`config.mk`:
```
export PLATFORM = sky130hd
export DESIGN_NAME = cpu_decode_stage
export DESIGN_NICKNAME = d
export VERILOG_FILES = /design/src/rtl/cpu_pkg.sv /design/src/rtl/cpu_scoreboard.sv /design/src/rtl/cpu_decode_stage.sv
export SDC_FILE = /design/constraint.sdc
export NUM_CORES = 1
export LEC_CHECK = 0
export CORE_MARGIN = 2
export CORE_UTILIZATION = 47
export DETAILED_ROUTE_END_ITERATION = 6
export PLACE_DENSITY = 0.9
export SKIP_CTS_REPAIR_TIMING = 1
export SYNTH_ARGS = -nofsm -noshare
export SYNTH_HDL_FRONTEND = slang
export SYNTH_SLANG_ARGS = --single-unit
```
`constraint.sdc`:
```
create_clock -name clk -period 4.13 [get_ports clk]
set_input_delay 0.826 -clock clk [delete_from_list [all_inputs] [get_ports clk]]
set_output_delay 0.826 -clock clk [all_outputs]
set_load 0.02 [all_outputs]
```
`src/rtl/cpu_pkg.sv`:
```
// Shared opcode and ALU-operation constants for the CPU pipeline.
package cpu_pkg;

  localparam logic [5:0] OP_RTYPE = 6'b000000;
  localparam logic [5:0] OP_J     = 6'b000010;
  localparam logic [5:0] OP_BEQ   = 6'b000100;
  localparam logic [5:0] OP_BNE   = 6'b000101;

  // Non-zero encodings so a decoded op is distinguishable from a cleared bundle
  localparam logic [3:0] ALUOP_ADD  = 4'h1;
  localparam logic [3:0] ALUOP_COMP = 4'h2;

endpackage

```
`src/rtl/cpu_scoreboard.sv`:
```
// Pending-write scoreboard: one bit per architectural register, set when a
// producer issues and cleared on writeback. Source queries see a register being
// written back this cycle as already free.
module cpu_scoreboard
  import cpu_pkg::*;
#(
  parameter int REG_AW = 5
) (
  input  logic              clk,
  input  logic              rst_n,
  input  logic              set_en,
  input  logic [REG_AW-1:0] set_reg,
  input  logic              clr_en,
  input  logic [REG_AW-1:0] clr_reg,
  input  logic              q1_used,
  input  logic [REG_AW-1:0] q1_reg,
  input  logic              q2_used,
  input  logic [REG_AW-1:0] q2_reg,
  output logic              busy1,
  output logic              busy2
);

  localparam int NUM_REGS = 2 ** REG_AW;

  logic [NUM_REGS-1:0] pending;
  logic [NUM_REGS-1:0] set_mask;
  logic [NUM_REGS-1:0] clr_mask;

  // One-hot set/clear masks for this cycle's issue and writeback
  always_comb begin
    set_mask = '0;
    clr_mask = '0;
    if (set_en) set_mask[set_reg] = 1'b1;
    if (clr_en) clr_mask[clr_reg] = 1'b1;
  end

  // Clear first, then set, so a same-cycle set of the same register wins
  always_ff @(posedge clk) begin
    if (!rst_n) pending <= '0;
    else        pending <= (pending & ~clr_mask) | set_mask;
  end

  assign busy1 = q1_used && (q1_reg != '0) && pending[q1_reg] && !(clr_en && (clr_reg == q1_reg));
  assign busy2 = q2_used && (q2_reg != '0) && pending[q2_reg] && !(clr_en && (clr_reg == q2_reg));

endmodule

```
`src/rtl/cpu_decode_stage.sv`:
```
// Registered instruction-decode stage: decodes the fetched word into the
// execute control bundle, stalls fetch on read-after-write hazards, honours a
// branch flush and counts hazard-stall cycles.
module cpu_decode_stage
  import cpu_pkg::*;
#(
  parameter int XLEN         = 32,
  parameter int REG_AW       = 5,
  parameter bit SIGN_EXT_IMM = 1'b1,
  parameter int CNT_W        = 16
) (
  input  logic              clk,
  input  logic              rst_n,
  input  logic              if_valid,
  input  logic [31:0]       if_instr,
  input  logic [XLEN-1:0]   if_pc,
  output logic              if_ready,
  output logic              id_valid,
  input  logic              id_ready,
  output logic [XLEN-1:0]   id_pc,
  output logic [REG_AW-1:0] src_reg1,
  output logic [REG_AW-1:0] src_reg2,
  output logic [REG_AW-1:0] dst_reg,
  output logic              src1_used,
  output logic              src2_used,
  output logic [XLEN-1:0]   immediate_value,
  output logic              immediate,
  output logic              do_jump,
  output logic              alu_jump,
  output logic              branch_eq,
  output logic [XLEN-1:0]   jump_address,
  output logic [3:0]        aluop,
  output logic              write_enable,
  input  logic              wb_valid,
  input  logic [REG_AW-1:0] wb_reg,
  input  logic              flush,
  output logic [CNT_W-1:0]  stall_count
);

  typedef struct packed {
    logic [REG_AW-1:0] src1;
    logic [REG_AW-1:0] src2;
    logic [REG_AW-1:0] dst;
    logic              src1_used;
    logic              src2_used;
    logic [XLEN-1:0]   imm_val;
    logic              imm;
    logic              do_jump;
    logic              alu_jump;
    logic              branch_eq;
    logic [XLEN-1:0]   jaddr;
    logic [3:0]        aluop;
    logic              we;
  } dec_t;

  function automatic logic [XLEN-1:0] ext_imm(input logic [15:0] imm16);
    if (SIGN_EXT_IMM) return XLEN'($signed(imm16));
    else              return XLEN'(imm16);
  endfunction

  function automatic logic [CNT_W-1:0] sat_inc(input logic [CNT_W-1:0] v);
    return (v == '1) ? v : v + 1'b1;
  endfunction

  function automatic dec_t decode(input logic [31:0] instr);
    dec_t d;
    logic [5:0] opcode;
    d      = '0;
    opcode = instr[31:26];
    case (opcode)
      OP_RTYPE: begin
        d.src1      = REG_AW'(instr[25:21]);
        d.src2      = REG_AW'(instr[20:16]);
        d.dst       = REG_AW'(instr[15:11]);
        d.src1_used = 1'b1;
        d.src2_used = 1'b1;
        d.aluop     = ALUOP_ADD;
        d.we        = 1'b1;
      end
      OP_J: begin
        d.do_jump = 1'b1;
        d.jaddr   = XLEN'(instr[25:0]);
      end
      OP_BEQ, OP_BNE: begin
        d.src1      = REG_AW'(instr[25:21]);
        d.src2      = REG_AW'(instr[20:16]);
        d.src1_used = 1'b1;
        d.src2_used = 1'b1;
        d.do_jump   = 1'b1;
        d.alu_jump  = 1'b1;
        d.branch_eq = (opcode == OP_BEQ);
        d.aluop     = ALUOP_COMP;
        d.jaddr     = XLEN'(instr[15:0]);
      end
      default: begin
        d.src1      = REG_AW'(instr[25:21]);
        d.dst       = REG_AW'(instr[20:16]);
        d.src1_used = 1'b1;
        d.imm       = 1'b1;
        d.imm_val   = ext_imm(instr[15:0]);
        d.aluop     = ALUOP_ADD;
        d.we        = 1'b1;
      end
    endcase
    // r0 is hard-wired zero, so a write to it is dropped
    if (d.dst == '0) d.we = 1'b0;
    return d;
  endfunction

  dec_t              dec_in;
  dec_t              bundle_p1;
  logic              vld_p1;
  logic [XLEN-1:0]   pc_p1;
  logic [CNT_W-1:0]  stall_cnt;
  logic              sb_busy1;
  logic              sb_busy2;
  logic              held_hit1;
  logic              held_hit2;
  logic              hazard;
  logic              accept;
  logic              issue;

  assign dec_in = decode(if_instr);

  // The held bundle has not issued yet, so it is invisible to the scoreboard
  assign held_hit1 = vld_p1 && bundle_p1.we && dec_in.src1_used && (bundle_p1.dst == dec_in.src1);
  assign held_hit2 = vld_p1 && bundle_p1.we && dec_in.src2_used && (bundle_p1.dst == dec_in.src2);
  assign hazard    = if_valid && (sb_busy1 || sb_busy2 || held_hit1 || held_hit2);

  assign if_ready = rst_n && (!vld_p1 || id_ready) && !hazard && !flush;
  assign accept   = if_valid && if_ready;
  assign issue    = vld_p1 && id_ready && bundle_p1.we && !flush;

  cpu_scoreboard #(
    .REG_AW (REG_AW)
  ) u_sb (
    .clk     (clk),
    .rst_n   (rst_n),
    .set_en  (issue),
    .set_reg (bundle_p1.dst),
    .clr_en  (wb_valid),
    .clr_reg (wb_reg),
    .q1_used (dec_in.src1_used),
    .q1_reg  (dec_in.src1),
    .q2_used (dec_in.src2_used),
    .q2_reg  (dec_in.src2),
    .busy1   (sb_busy1),
    .busy2   (sb_busy2)
  );

  // Stage p1: decoded bundle register, valid tracking and stall counter
  always_ff @(posedge clk) begin
    if (!rst_n) begin
      vld_p1    <= 1'b0;
      bundle_p1 <= '0;
      pc_p1     <= '0;
      stall_cnt <= '0;
    end else begin
      if (flush) begin
        vld_p1 <= 1'b0;
      end else if (accept) begin
        vld_p1    <= 1'b1;
        bundle_p1 <= dec_in;
        pc_p1     <= if_pc;
      end else if (id_ready) begin
        vld_p1 <= 1'b0;
      end
      if (hazard && !flush) stall_cnt <= sat_inc(stall_cnt);
    end
  end

  assign id_valid        = vld_p1;
  assign id_pc           = pc_p1;
  assign src_reg1        = bundle_p1.src1;
  assign src_reg2        = bundle_p1.src2;
  assign dst_reg         = bundle_p1.dst;
  assign src1_used       = bundle_p1.src1_used;
  assign src2_used       = bundle_p1.src2_used;
  assign immediate_value = bundle_p1.imm_val;
  assign immediate       = bundle_p1.imm;
  assign do_jump         = bundle_p1.do_jump;
  assign alu_jump        = bundle_p1.alu_jump;
  assign branch_eq       = bundle_p1.branch_eq;
  assign jump_address    = bundle_p1.jaddr;
  assign aluop           = bundle_p1.aluop;
  assign write_enable    = bundle_p1.we;
  assign stall_count     = stall_cnt;

endmodule

```
# After elaboration in Yosys (flattened, before gate mapping)
# Cells that the tools add are included.
[classes]
muxes = 24
n_eq_ne = 8
order_cmp = 6
add_sub_neg = 1
reduce_logical = 45
n_bitwise = 6
[ops]
columns = ["op", "n"]
rows = [
  ["$mux 32", 2],
  ["$pmux 26 s2", 1],
  ["$mux 33", 1],
  ["$and 32x32->32", 1],
  ["$not 32->32", 1],
  ["$or 32x32->32", 1],
  ["$logic_and 1x1->1", 24],
  ["$lt 5x6->1 const B", 4],
  ["$eq 5x5->1", 4],
  ["$add 16x1->16 const B", 1],
  ["$eq 16x16->1 const B", 1],
  ["$eq 6x3->1 const B", 2],
  ["$mux 1", 11],
  ["$bmux 1 s5", 2],
  ["$demux 1 s5", 2],
  ["$ge 5x1->1 const B", 2],
  ["$mux 5", 2],
  ["$pmux 5 s2", 1],
  ["$reduce_bool 5->1", 2],
  ["$eq 6x2->1 const B", 1],
  ["$logic_not 6->1", 1],
  ["$reduce_or 3->1", 2],
  ["$logic_not 1->1", 5],
  ["$logic_not 5->1", 1],
  ["8 further kinds", 15],
]
[totals]
wordCells = 107
register_bits = 171
inputBits = 75

# Longest topological paths before layout
[depth]
ltp_word = 16
mapped_depth = 12
mapped_depth_nobuf = 8

# Cells and area by module
# From an unflattened synthesis, not the netlist that was laid out.
[unflattened]
hier_cells = 843
area_unflattened_um2 = 7100.6
[modules_own_cells]
columns = ["mod", "area_each_um2", "seq_area_each_um2", "cells_each", "n_inst"]
rows = [
  ["cpu_decode_stage", 4968.5, 2302.2, 606, 1],
  ["cpu_scoreboard", 2132.0, 640.6, 237, 1],
]

# Worst setup path after synthesis
# No wires, ideal clock.
[synth_timing]
kind = "input-to-output"
from = "in if_instr[29]"
to = "out if_ready"
arrival_time_ns = 2.981
path_slack_ns = 0.323
cell_stages = 10
t_required_ns = 3.304
cell_sequence = "or3_4 > or4_1 > buf_2 > and2_1 > nand3_1 > o21ai_1 > a211oi_2 > buf_2 > buf_2 > o21a_1"
[synth_between]
elab_chain_len = 14
[synth_rtl]
columns = ["item", "line", "source"]
rows = [
  ["from (decl)", "cpu_decode_stage.sv:15", "input logic [31:0] if_instr,"],
  ["$eq 6x3->1 / $logic_not 6->1 (equally long branches)", "cpu_decode_stage.sv:70", "case (opcode)"],
  ["$reduce_or 3->1 (no source line)", "n/a", ""],
  ["$mux 5", "cpu_decode_stage.sv:70", ""],
  ["$bmux 1 s5 (tied with other cells)", "cpu_scoreboard.sv:44", "assign busy2 = q2_used && (q2_reg != '0) && pending[q2_reg] && !(clr_en && (clr_reg == q2_reg));"],
  ["$mux 1 (not written as such) / $logic_and 1x1->1 (equally long branches)", "cpu_scoreboard.sv:44", ""],
  ["$logic_and 1x1->1 / $logic_not 1->1 (equally long branches)", "cpu_scoreboard.sv:44", ""],
  ["$logic_and 1x1->1", "cpu_scoreboard.sv:44", ""],
  ["$logic_or 1x1->1 (2 in series)", "cpu_decode_stage.sv:128", "assign hazard = if_valid && (sb_busy1 || sb_busy2 || held_hit1 || held_hit2);"],
  ["$logic_or 1x1->1 *", "cpu_decode_stage.sv:128", ""],
  ["$logic_and 1x1->1 *", "cpu_decode_stage.sv:128", ""],
  ["$logic_not 1->1 *", "cpu_decode_stage.sv:130", "assign if_ready = rst_n && (!vld_p1 || id_ready) && !hazard && !flush;"],
  ["$logic_and 1x1->1 * (2 in series)", "cpu_decode_stage.sv:130", ""],
  ["to (decl)", "cpu_decode_stage.sv:17", "output logic if_ready,"],
]
# Every way passes the cells marked *; elsewhere a longest branch is shown, timed or not. The select of a mux whose other input is x is not followed.

# Worst setup path after layout
# Same ends and word-level chain as after synthesis.

==> results_dict.tcl <==
set metrics [dict create \
    status "completed" \
    worstMarginPinSlew_ns 0.952 \
    grt_max_degree 66 \
    drtIter0Drc 623 \
    io_buffers 206 \
    skew_ns 0.0132 \
    numCtsBuffers 17 \
    start_kind "input pin" \
    finalInstanceArea_um2 10100 \
    synth_cell_type_count 53 \
    die_x_um 127 \
    grtUsageTotal 0.263 \
    synth_seq_cells 147 \
    viasPerCell 5.71 \
    clkLatencyLatePin_ns 0.43 \
    yosysSeqAreaShare 0.416 \
    r2r_start "u_sb.pending[31]" \
    finalHoldViolations 0 \
    n_fill_cell 1075 \
    async_reset_ff_frac 0 \
    slew_headroom 0.359 \
    start_util 0.485 \
    yosysWarnings 0 \
    hold_class "reg2reg" \
    final_cell_mix "205 x clkdlybuf4s50_1, 147 x dfxtp_1, 107 x a21oi_1" \
    endpoint "if_ready" \
    io_pins 215 \
    dieArea_um2 16000 \
    clockBufferDepth 2 \
    path_buf_inv 2 \
    cap_violations 0 \
    firstDrtPassIters 5 \
    path_cells "clkdlybuf4s50_1, or3_4, or4_4, and2_1, nand3_1, o21ai_1, a211oi_2, o21a_1, clkbuf_2" \
    worstSetupStartpoint "if_instr[29]" \
    ant_nets 0 \
    placed_cell_area_um2 9430 \
    cpMaxStageDelayCell "or4_4" \
    synthesis.instances 811 \
    drc 0 \
    coreArea_um2 14600 \
    antenna_found_initial 0 \
    grt_pass1_wl_um 34200 \
    finalMaxSlewViolations 0 \
    path_clk_slew_ns 0.05 \
    fp-row-count 44 \
    finalCritPeriodShare 0.960 \
    final_nets 1086 \
    cts_tree "yes" \
    max_stage_delay_ns 0.47 \
    wl_per_cell_um 17.6 \
    power.density_nw_per_um2 351 \
    place_ws_ns -0.325 \
    grt-ovfl-total 0 \
    cts-root-buf "clkbuf_16" \
    crit_fanout 5 \
    path_depth 9 \
    insertedDiodeCount 0 \
    htree_levels 4 \
    power_mw 3.53 \
    crit_type "in2out" \
    grt_pass1_vias 6692 \
    multi_input_area_um2 3630 \
    cpLargestDelayFamily "simple AND/OR/NAND/NOR gates" \
    p_leak_nw 3.45 \
    r2r-end "id_pc[28]" \
    gp_congestion 0.932 \
    drive_gt1_frac 0.114 \
    drt_wl_total_um 21300 \
    ys.flop_type "dfxtp_1" \
    num_vias 6887 \
    synthesis.area_um2 7070 \
    reg2regPathDepth 11 \
    peakVddDrop_mv 0.271 \
    rrSetupSlack_ns 1.49 \
    rsz0062_at_grt "false" \
    clock-sinks 147 \
    clock.fmax_ghz 0.252 \
    die_h_um 127 \
    post-route-min-period_ns 3.96 \
    layout_commonest_cell "clkdlybuf4s50_1" \
    regArea_um2 2940 \
    utilization 0.690 \
    worstPathRequired_ns 3.30 \
    synth_area_per_cell_um2 8.72 \
    setup_slack_ns 0.166 \
    cp-end-kind "output pin" \
    synth_edf_count 0 \
    dp_hpwl_um 15100 \
    setup_violations 0 \
    crit_arrival_ns 3.14 \
    syn_to_final_growth_pct 42.5 \
]
==> tightest hold or removal path, delay by kind of cell, from the launching register on <==
kind | cells | cell delay, ns
flip-flops | 1 | 0.31
AO/OA/AOI/OAI | 1 | 0.05
AND/OR/NAND/NOR | 1 | 0.06
==> power breakdown <==
part           total, mW  internal [mW]  leakage (nW)  switching (mW)
clock               1.65           1.04         0.303           0.606
sequential          1.46           1.44          1.19          0.0161
combinational      0.427          0.206          1.96           0.221
==> synthesized netlist by cell type (3+ instances only) <==
| cell | n | area share |
|---|---|---|
| dfxtp_1 | 147 | 0.42 |
| a21oi_1 | 107 | 0.076 |
| nand3_1 | 69 | 0.049 |
| nand2b_1 | 58 | 0.051 |
| nor2_1 | 58 | 0.031 |
| nand2_1 | 48 | 0.025 |
| mux2i_1 | 47 | 0.067 |
| clkbuf_1 | 45 | 0.024 |
| o21ai_0 | 38 | 0.027 |
| buf_4 | 30 | 0.032 |
| xnor2_1 | 14 | 0.017 |
| mux4_2 | 13 | 0.041 |
| or4_1 | 13 | 0.014 |
| o31ai_1 | 11 | 0.012 |
| and3_1 | 9 | 0.0080 |
| buf_2 | 9 | 0.0064 |
| a211oi_1 | 7 | 0.0074 |
| a22oi_1 | 6 | 0.0064 |
| buf_6 | 6 | 0.0096 |
| inv_1 | 6 | 0.0032 |
| nor3b_1 | 6 | 0.0064 |
| xor2_1 | 6 | 0.0074 |
| nand3b_1 | 5 | 0.0053 |
| o41ai_1 | 5 | 0.0062 |
| nor3_1 | 4 | 0.0028 |
| nor4_1 | 4 | 0.0035 |
| buf_1 | 3 | 0.0016 |
| nand4_1 | 3 | 0.0027 |
| o311ai_0 | 3 | 0.0037 |
| or3b_2 | 3 | 0.0037 |
==> area by class of cell <==
| class | instances | area share |
|---|---|---|
| clock buffer | 20 | 0.0453 |
| clock inverter | 12 | 0.0178 |
| inverter | 7 | 0.00286 |
| multi-input combinational | 571 | 0.360 |
| sequential | 147 | 0.292 |
| tap | 184 | 0.0229 |
| timing repair buffer | 266 | 0.259 |
==> per-layer routing <==
layer	up-vias	wire length [um]	global-route usage
li1	3232	-	-
met1	3222	8510	0.332
met2	375	10000	0.425
met3	58	2060	0.0751
met4	0	671	0.107
met5	-	0	0
==> worst min path at each step <==
stage,to,cells past startpoint,from
3_5_place_dp,jump_address[6],2,jump_address[6]
2_1_floorplan,u_sb.pending[14],2,u_sb.pending[14]
3_3_place_gp,src_reg2[3],2,src_reg2[3]
4_1_cts,jump_address[6],2,jump_address[6]
6_report,immediate_value[0],2,immediate_value[0]
5_1_grt,jump_address[14],2,jump_address[14]
==> logic make-up after synthesis <==
family | after synthesis | share of synthesized area
adder cells (fa/ha/maj) | 1 | 0.00177
XOR/XNOR | 20 | 0.0248
flip-flops | 147 | 0.416
other | 1 | 0.000530
multiplexers | 60 | 0.108
buffers and inverters | 100 | 0.0770
AND/OR/NAND/NOR | 293 | 0.219
AO/OA/AOI/OAI | 189 | 0.153
==> per-stage QoR <==
step / setup TNS [ns] / std cells / hold WS (ns)
floorplan: 0 / 818 / 0.460
detailed placement: -0.325 / 1175 / 0.460
CTS: -0.334 / 1207 / 0.469
global route: 0 / 1207 / 0.488
global placement: -0.278 / 1175 / 0.453
finish: 0 / 1207 / 0.469
Power figures use the tool's default switching activity.
